### src/rtl/stack_ctrl_if.sv
// Bundle between the stack controller and its user / register bank.
//   master: drives push/pop/clr requests, observes indices and status
//   slave : the controller; consumes requests, drives wr_idx/wr_en, rd_idx and status
// Signals:
//   push, pop, clr      request inputs to the controller
//   wr_idx, wr_en       write decoder index / enable (combinational)
//   rd_idx, rd_valid    top-of-stack index and validity
//   count, full, empty  occupancy
//   overflow, underflow sticky error flags
//   hwm                 high-water mark of count
interface stack_ctrl_if #(
  parameter int unsigned AW = 3
);
  logic          push;
  logic          pop;
  logic          clr;
  logic [AW-1:0] wr_idx;
  logic          wr_en;
  logic [AW-1:0] rd_idx;
  logic          rd_valid;
  logic [AW:0]   count;
  logic          full;
  logic          empty;
  logic          overflow;
  logic          underflow;
  logic [AW:0]   hwm;

  modport master (
    output push, pop, clr,
    input  wr_idx, wr_en, rd_idx, rd_valid, count, full, empty, overflow, underflow, hwm
  );

  modport slave (
    input  push, pop, clr,
    output wr_idx, wr_en, rd_idx, rd_valid, count, full, empty, overflow, underflow, hwm
  );
endinterface

### src/rtl/stack_ctrl.sv
// Control unit for a 2**AW-entry pushdown stack register bank. Holds the stack
// pointer (count), decodes push/pop/clr into a write index + enable for the
// bank's one-hot write decoder, and drives the top-of-stack read index.
// Ports:
//   clk      system clock, rising edge
//   rst_n    asynchronous active-low reset
//   ctrl_io  stack_ctrl_if.slave bundle (requests in, indices/status out)
module stack_ctrl #(
  parameter int unsigned AW = 3
) (
  input  logic         clk,
  input  logic         rst_n,
  stack_ctrl_if.slave  ctrl_io
);

  localparam logic [AW:0] DepthVal = {1'b1, {AW{1'b0}}};

  logic [AW:0]   count_q, count_d;
  logic [AW:0]   hwm_q, hwm_d;
  logic          ovf_q, ovf_d;
  logic          unf_q, unf_d;
  logic [AW-1:0] rd_idx_q, rd_idx_d;
  logic [AW-1:0] wr_idx_c;
  logic          wr_en_c;
  logic          full_c, empty_c;

  assign full_c  = (count_q == DepthVal);
  assign empty_c = (count_q == '0);

  always_comb begin
    count_d  = count_q;
    ovf_d    = ovf_q;
    unf_d    = unf_q;
    wr_idx_c = count_q[AW-1:0];
    wr_en_c  = 1'b0;

    if (ctrl_io.clr) begin
      count_d = '0;
      ovf_d   = 1'b0;
      unf_d   = 1'b0;
    end else if (ctrl_io.push && ctrl_io.pop && !empty_c) begin
      // Replace top: rd_idx_q always holds count-1 while non-empty.
      wr_idx_c = rd_idx_q;
      wr_en_c  = 1'b1;
    end else if (ctrl_io.push && !full_c) begin
      // Also covers push&pop on an empty stack.
      wr_en_c = 1'b1;
      count_d = count_q + (AW+1)'(1);
    end else if (ctrl_io.push) begin
      ovf_d = 1'b1;
    end else if (ctrl_io.pop && !empty_c) begin
      count_d = count_q - (AW+1)'(1);
    end else if (ctrl_io.pop) begin
      unf_d = 1'b1;
    end

    if (ctrl_io.clr) begin
      hwm_d = '0;
    end else begin
      hwm_d = (count_d > hwm_q) ? count_d : hwm_q;
    end

    // Low bits of count-1; a full stack (low bits 0) wraps to the last entry.
    if (count_d == '0) begin
      rd_idx_d = '0;
    end else begin
      rd_idx_d = count_d[AW-1:0] - AW'(1);
    end
  end

  always_ff @(posedge clk or negedge rst_n) begin
    if (!rst_n) begin
      count_q  <= '0;
      hwm_q    <= '0;
      ovf_q    <= 1'b0;
      unf_q    <= 1'b0;
      rd_idx_q <= '0;
    end else begin
      count_q  <= count_d;
      hwm_q    <= hwm_d;
      ovf_q    <= ovf_d;
      unf_q    <= unf_d;
      rd_idx_q <= rd_idx_d;
    end
  end

  // Gate with rst_n so a write is aborted the instant reset asserts.
  assign ctrl_io.wr_en     = wr_en_c & rst_n;
  assign ctrl_io.wr_idx    = wr_idx_c;
  assign ctrl_io.rd_idx    = rd_idx_q;
  assign ctrl_io.rd_valid  = ~empty_c;
  assign ctrl_io.count     = count_q;
  assign ctrl_io.full      = full_c;
  assign ctrl_io.empty     = empty_c;
  assign ctrl_io.overflow  = ovf_q;
  assign ctrl_io.underflow = unf_q;
  assign ctrl_io.hwm       = hwm_q;

endmodule

### src/flat_wrapper.sv
// flat-port wrapper written by rule: the top's interface ports become plain ports
module stack_ctrl_flat 
#(
  parameter int unsigned AW = 3
)
  (clk, rst_n, ctrl_io_push, ctrl_io_pop, ctrl_io_clr, ctrl_io_wr_idx, ctrl_io_wr_en, ctrl_io_rd_idx, ctrl_io_rd_valid, ctrl_io_count, ctrl_io_full, ctrl_io_empty, ctrl_io_overflow, ctrl_io_underflow, ctrl_io_hwm);
  stack_ctrl_if #(.AW(AW)) ctrl_io_i ();
  input  logic clk;
  input  logic rst_n;
  input wire logic [$bits(ctrl_io_i.push)-1:0] ctrl_io_push;
  input wire logic [$bits(ctrl_io_i.pop)-1:0] ctrl_io_pop;
  input wire logic [$bits(ctrl_io_i.clr)-1:0] ctrl_io_clr;
  output wire logic [$bits(ctrl_io_i.wr_idx)-1:0] ctrl_io_wr_idx;
  output wire logic [$bits(ctrl_io_i.wr_en)-1:0] ctrl_io_wr_en;
  output wire logic [$bits(ctrl_io_i.rd_idx)-1:0] ctrl_io_rd_idx;
  output wire logic [$bits(ctrl_io_i.rd_valid)-1:0] ctrl_io_rd_valid;
  output wire logic [$bits(ctrl_io_i.count)-1:0] ctrl_io_count;
  output wire logic [$bits(ctrl_io_i.full)-1:0] ctrl_io_full;
  output wire logic [$bits(ctrl_io_i.empty)-1:0] ctrl_io_empty;
  output wire logic [$bits(ctrl_io_i.overflow)-1:0] ctrl_io_overflow;
  output wire logic [$bits(ctrl_io_i.underflow)-1:0] ctrl_io_underflow;
  output wire logic [$bits(ctrl_io_i.hwm)-1:0] ctrl_io_hwm;
  assign ctrl_io_i.push = ctrl_io_push;
  assign ctrl_io_i.pop = ctrl_io_pop;
  assign ctrl_io_i.clr = ctrl_io_clr;
  assign ctrl_io_wr_idx = ctrl_io_i.wr_idx;
  assign ctrl_io_wr_en = ctrl_io_i.wr_en;
  assign ctrl_io_rd_idx = ctrl_io_i.rd_idx;
  assign ctrl_io_rd_valid = ctrl_io_i.rd_valid;
  assign ctrl_io_count = ctrl_io_i.count;
  assign ctrl_io_full = ctrl_io_i.full;
  assign ctrl_io_empty = ctrl_io_i.empty;
  assign ctrl_io_overflow = ctrl_io_i.overflow;
  assign ctrl_io_underflow = ctrl_io_i.underflow;
  assign ctrl_io_hwm = ctrl_io_i.hwm;
  stack_ctrl #(.AW(AW)) u_core (.clk(clk), .rst_n(rst_n), .ctrl_io(ctrl_io_i));
endmodule
### config.mk
export PLATFORM = sky130hd
export DESIGN_NAME = stack_ctrl_flat
export DESIGN_NICKNAME = d
export VERILOG_FILES = /design/src/rtl/stack_ctrl_if.sv /design/src/rtl/stack_ctrl.sv /design/src/flat_wrapper.sv
export SDC_FILE = /design/constraint.sdc
export NUM_CORES = 1
export LEC_CHECK = 0
export ABC_AREA = 0
export CAP_MARGIN = 20
export CORE_MARGIN = 3
export CORE_UTILIZATION = 50
export CTS_CLUSTER_DIAMETER = 60
export DETAILED_ROUTE_END_ITERATION = 10
export DONT_BUFFER_PORTS = 1
export PLACE_DENSITY = 0.63
export SLEW_MARGIN = 20
export SYNTH_ARGS = -nofsm -noshare
export SYNTH_HDL_FRONTEND = slang
export SYNTH_SLANG_ARGS = --single-unit
export TNS_END_PERCENT = 10
### constraint.sdc
create_clock -name clk -period 4.1 [get_ports clk]
set_input_delay 0.41 -clock clk [delete_from_list [all_inputs] [get_ports clk]]
set_output_delay 0.41 -clock clk [all_outputs]
set_load 0.005 [all_outputs]
# Word level (Yosys, flattened, before mapping)
# Index checks and enable logic that the tools add are counted.
# word_totals
regBits	13
out_inout_bits	20
elab_cells	52
# classes
add_sub_neg	3
n_lt_le_gt_ge	1
eq_ne	5
n_mux	23
bitwise	2
n_reduce_logical	13
# ops
op	count
2-to-1 mux 4 bit	7
2-to-1 mux 1 bit	13
2-to-1 mux 3 bit	3
zero test 4 bit	2
!= test 2 bit, second input constant	3
nonzero test 2 bit	3
AND reduction 5 bit	1
adder 4 x 1 -> 4 bit, second input constant	1
== test 4 bit, second input constant	1
greater-than comparator 4 bit	1
logical AND 1 bit	4
subtractor 4 x 1 -> 4 bit, second input constant	1
AND reduction 3 bit	1
subtractor 3 x 1 -> 3 bit, second input constant	1
zero test 1 bit	2
!= test 2 x 1 -> 1 bit, second input constant	1
AND 1 bit	1
NOT 1 bit	1

# Depth between registers and ports, before layout
# logic_depth
ltp_word	11
depth_mapped	14

# Worst setup path before layout
# No wires, ideal clock.
# synth_timing
path_type	register to register
from	reg u_core.count_q[0], in the netlist u_core.ctrl_io.count[0]
to	reg u_core.hwm_q[0], in the netlist u_core.ctrl_io.hwm[0]
setup_ns	0.096
arrival_time_ns	2.949
slack_ns	1.056
stages_incl_launch_ff	14
n_path_buf	1
cell_sequence	dfrtp_1 > inv_1 > ha_1 > or3b_1 > buf_2 > a31o_1 > o211ai_1 > inv_1 > ha_1 > nor2b_1 > o21a_1 > o21a_1 > o21a_1 > o31ai_1
# synth_via
elab_chain_len	10
word_cells_on_any_way	18
# synth_lines
item	line_no	source
start, declared	stack_ctrl.sv:18	logic [AW:0] count_q, count_d;
start signal, assigned	stack_ctrl.sv:79	count_q <= count_d;
branches (longest 6 deep; another with subtractor 4 x 1 -> 4 bit)	-	
2-to-1 mux 4 bit (*)	stack_ctrl.sv:41	end else if (ctrl_io.push && ctrl_io.pop && !empty_c) begin
2-to-1 mux 4 bit (*)	stack_ctrl.sv:37	if (ctrl_io.clr) begin
via u_core.count_d[1]	stack_ctrl.sv:18	
greater-than comparator 4 bit (*)	stack_ctrl.sv:60	hwm_d = (count_d > hwm_q) ? count_d : hwm_q;
nonzero test 2 bit (no line) (*)	-	
end signal, assigned	stack_ctrl.sv:80	hwm_q <= hwm_d;
end, declared	stack_ctrl.sv:19	logic [AW:0] hwm_q, hwm_d;
# Mark *: on every way through the listed nets, which the timed path passes. The select of a mux whose other input is x is not followed.
# A chain may end at the register's enable or synchronous reset.

# Worst setup path after layout
# Ends and elaborated chain as after synthesis.

==> results by group <==
Clock network
  • Root buf cell: clkbuf_4
  • Clock transition at the registers of the reported paths: about 0.07 ns
  • CTS tree: built
  • Clk sinks: 13
  • Clk buf depth: 2
  • Post_cts resized: 0
  • Worst skew pair latency: 0.27 ns
  • TritonCTS Buffers: 3
  • # H-tree levels: 1

Floorplanning
  • Width of the chip: 49.8 um
  • Core footprint: between 0.0015 and 0.002 sq mm
  • Die area: between 0.002 and 0.0025 sq mm
  • IO Pins: 25
  • Starting density of the core: 0.544
  • Die Y: around 50 um
  • Row count: 15

Power
  • Sw Ratio: 0.480
  • Peak supply drop: 412 uV
  • Power density over the cells: slightly above 700 mW/mm^2
  • Logic pwr share: 0.605
  • Leak Pwr: around 0.44 nW
  • Share of total power in sequential cells: 0.291
  • Clock power frac: 0.104
  • Sw power: about 0.35 mW
  • Power Internal: between 0.3 and 0.4 mW

Critical path
  • Critical setup path kind: reg2reg
  • Crit start category: flop
  • Critical path required time: between 4 and 5 ns
  • CP Capture Type: flop
  • CP max FO: 8
  • Critical path data arrival time: 3.65 ns

STA
  • Period utilisation layout: 0.846
  • RSZ-0062 raised after global routing: no
  • Highest clock rate: around 0.29 GHz
  • Slew HR: 0.607
  • Minimum clock period: ~3.5 ns
  • Fin. Hold Viols: 0
  • Final setup skew: 0.00320 ns
  • Worst-Margin Slew: between 0.5 and 0.6 ns
  • Worst hold margin: 0.199 ns
  • Setup violations, final: 0
  • Setup TNS Final: 0 ns
  • Pins over their slew limit: 0

Yosys
  • Compound-Gate Fraction of Synth Area: 0.289
  • Synth Area in Simple Gates: 0.179
  • Main combinational cell family by area after synthesis: compound AO/OA/AOI/OAI gates
  • Gate count of the mapped netlist: 97
  • Top_reg_cell synth: dfrtp_1
  • Synth Warn #: 0
  • Net count of the mapped netlist: 108
  • Post-synthesis sequential area ratio: 0.339
  • Synth cell types: 40
  • Post-Synth XOR/XNOR Area: 0.0183
  • Post-synthesis mux area share: 0.0326
  • Cell Area, Synth: roughly 960 sq um
  • Synth Area in Adders: 0.0782
  • Yosys reg bits: 13
  • FFs w/ async S/R, synth: 1.00
  • Avg Inst Size Synth: between 9 and 10 sq um
  • EDFF count, synth: 0

Place
  • Placer congestion estimate: between 0.8 and 0.9
  • Post-DP Area: ~990 sq um
  • Port Buffers: 0
  • Hpwl dp: 1660 um

GRT
  • Vias in the first global route: roughly 800
  • Largest net degree at the start of global routing: 14
  • Total track usage: 0.191
  • Antenna violations before repair: 0
  • First-pass GRT wire length: about 3700 um
  • GRT Residual Overflow: 0

Worst hold path
  • Hold Path Class: in2reg

Finish
  • Ant diodes: 0
  • NumNets Final: approximately 110
  • Final Instance Area: about 0.0010 sq mm
  • Commonest non-fill, non-tap cell in the layout: inv_1
  • Most frequent cells in the layout: inv_1, dfrtp_1, ha_1, nand2_1, a21oi_1
  • Area growth from synthesis to layout: 6.91%
  • FILL cells: approximately 170
  • Layout cell share with drive strength beyond 1: 0.129

Detailed routing
  • Routed WL: about 2200 um
  • ANT nets after route: 0
  • Vias: about 760
  • DR DRC count: 0
  • Initial DRT Pass Iterations: 4
  • Wire per inst: about 17 um
  • Iter 0 DRT Violations: 11
  • Via/cell ratio: just over 6

Outcome
  • Status: complete, no violations

Flow run
  • MaxCap Viol Count: 0
==> per-layer routing <==
| layer | wire length (um) | up-vias | GRT usage |
|---|---|---|---|
| met4 | 12 | 0 | 0.0276 |
| met2 | 1010 | 19 | 0.308 |
| li1 | - | 370 | - |
| met1 | 1040 | 372 | 0.251 |
| met3 | 128 | 2 | 0.0665 |
| met5 | 0 | - | 0 |
==> power by group through the flow <==
stage	clock [mW]	sequential (mW)	combinational [mW]
4_1_cts	0.0814	0.213	0.440
3_5_place_dp	0	0.216	0.431
2_1_floorplan	0	0.203	0.361
6_report	0.0755	0.212	0.441
3_3_place_gp	0	0.215	0.416
5_1_grt	0.0885	0.220	0.484
==> cell families (layout without fill, tap and decap cells) <==
logic type      count (synthesis)  in the layout
buf+inv                        16             20
compound gates                 31             31
mux                             3              3
flops                          13             13
fa+ha+maj                       6              6
simple gates                   26             26
xor+xnor                        2              2
==> worst paths after layout <==
| check | from | endpoint | slack (ns) | cells after the start |
|---|---|---|---|---|
| setup / recovery | u_core.ctrl_io.count[0]$_DFF_PN0_ | u_core.ctrl_io.hwm[0]$_DFFE_PN0P_ | 0.63 | 12 |
| hold / removal | ctrl_io_clr | u_core.ctrl_io.underflow$_DFFE_PN0P_ | 0.20 | 1 |
| setup reg to reg | u_core.ctrl_io.count[0]$_DFF_PN0_ | u_core.ctrl_io.hwm[0]$_DFFE_PN0P_ | 0.63 | 12 |
| hold reg to reg | u_core.ctrl_io.overflow$_DFFE_PN0P_ | u_core.ctrl_io.overflow$_DFFE_PN0P_ | 0.54 | 2 |
| max in group asynchronous | rst_n | u_core.ctrl_io.overflow$_DFFE_PN0P_ | 3.14 | 1 |
| min in group asynchronous | rst_n | u_core.ctrl_io.rd_idx[0]$_DFF_PN0_ | 0.58 | 1 |
==> final cells by class <==
| cell class | instances | area, sq um | area share |
|---|---|---|---|
| timing repair buffer | 2 | 17.5 | 0.0171 |
| inverter | 14 | 52.6 | 0.0512 |
| clock buffer | 4 | 26.3 | 0.0256 |
| tap | 25 | 31.3 | 0.0305 |
| sequential | 13 | 325 | 0.317 |
| multi-input combinational | 68 | 573 | 0.559 |
==> per-stage QoR <==
step / power (mW) / cells / utilization / worst slack (ns)
6_report: 0.728 / 126 / 0.582 / 0.630
3_5_place_dp: 0.647 / 121 / 0.561 / 0.668
4_1_cts: 0.735 / 126 / 0.582 / 0.616
3_3_place_gp: 0.631 / 121 / 0.561 / 0.729
2_1_floorplan: 0.564 / 97 / - / 1.06
5_1_grt: 0.792 / 126 / 0.582 / 0.387
==> cell usage after synthesis, drive strengths merged, types with 2 or more instances <==
| library cell | n | area, sq um |
|---|---|---|
| o31ai | 4 | 30.0 |
| nor2 | 5 | 23.8 |
| o21ai | 2 | 10.0 |
| a21oi | 5 | 25.0 |
| o2111ai | 3 | 26.3 |
| a221oi | 2 | 52.6 |
| ha | 6 | 75.1 |
| and2b | 2 | 15.0 |
| mux2i | 2 | 20.0 |
| inv | 14 | 52.6 |
| xnor2 | 2 | 17.5 |
| nor2b | 3 | 18.8 |
| nand2 | 5 | 18.8 |
| dfrtp | 13 | 325 |
| o211ai | 3 | 22.5 |
| o21a | 3 | 22.5 |
==> critical path, stage by stage (launching register included) <==
cell	delay, ns
dfrtp_1	0.46
inv_1	0.15
ha_1	0.32
or3b_1	0.53
a31o_1	0.26
o211ai_1	0.19
inv_1	0.17
ha_1	0.32
nor2b_1	0.14
o21a_1	0.16
o21a_1	0.22
o21a_1	0.23
o31ai_1	0.21
==> state kept, by name, indices dropped and copies added (netlist names) <==
register / count
u_core.ctrl_io.count: 4
u_core.ctrl_io.hwm: 4
u_core.ctrl_io.overflow: 1
u_core.ctrl_io.rd_idx: 3
u_core.ctrl_io.underflow: 1
==> timing repair <==
action                     4_1_cts  5_1_grt
buffers inserted                 0        0
hold endpoints to repair        13        0
hold buffers                     1        0
setup endpoints to repair        0        0
Note: power is estimated with default switching activity, not from simulation.
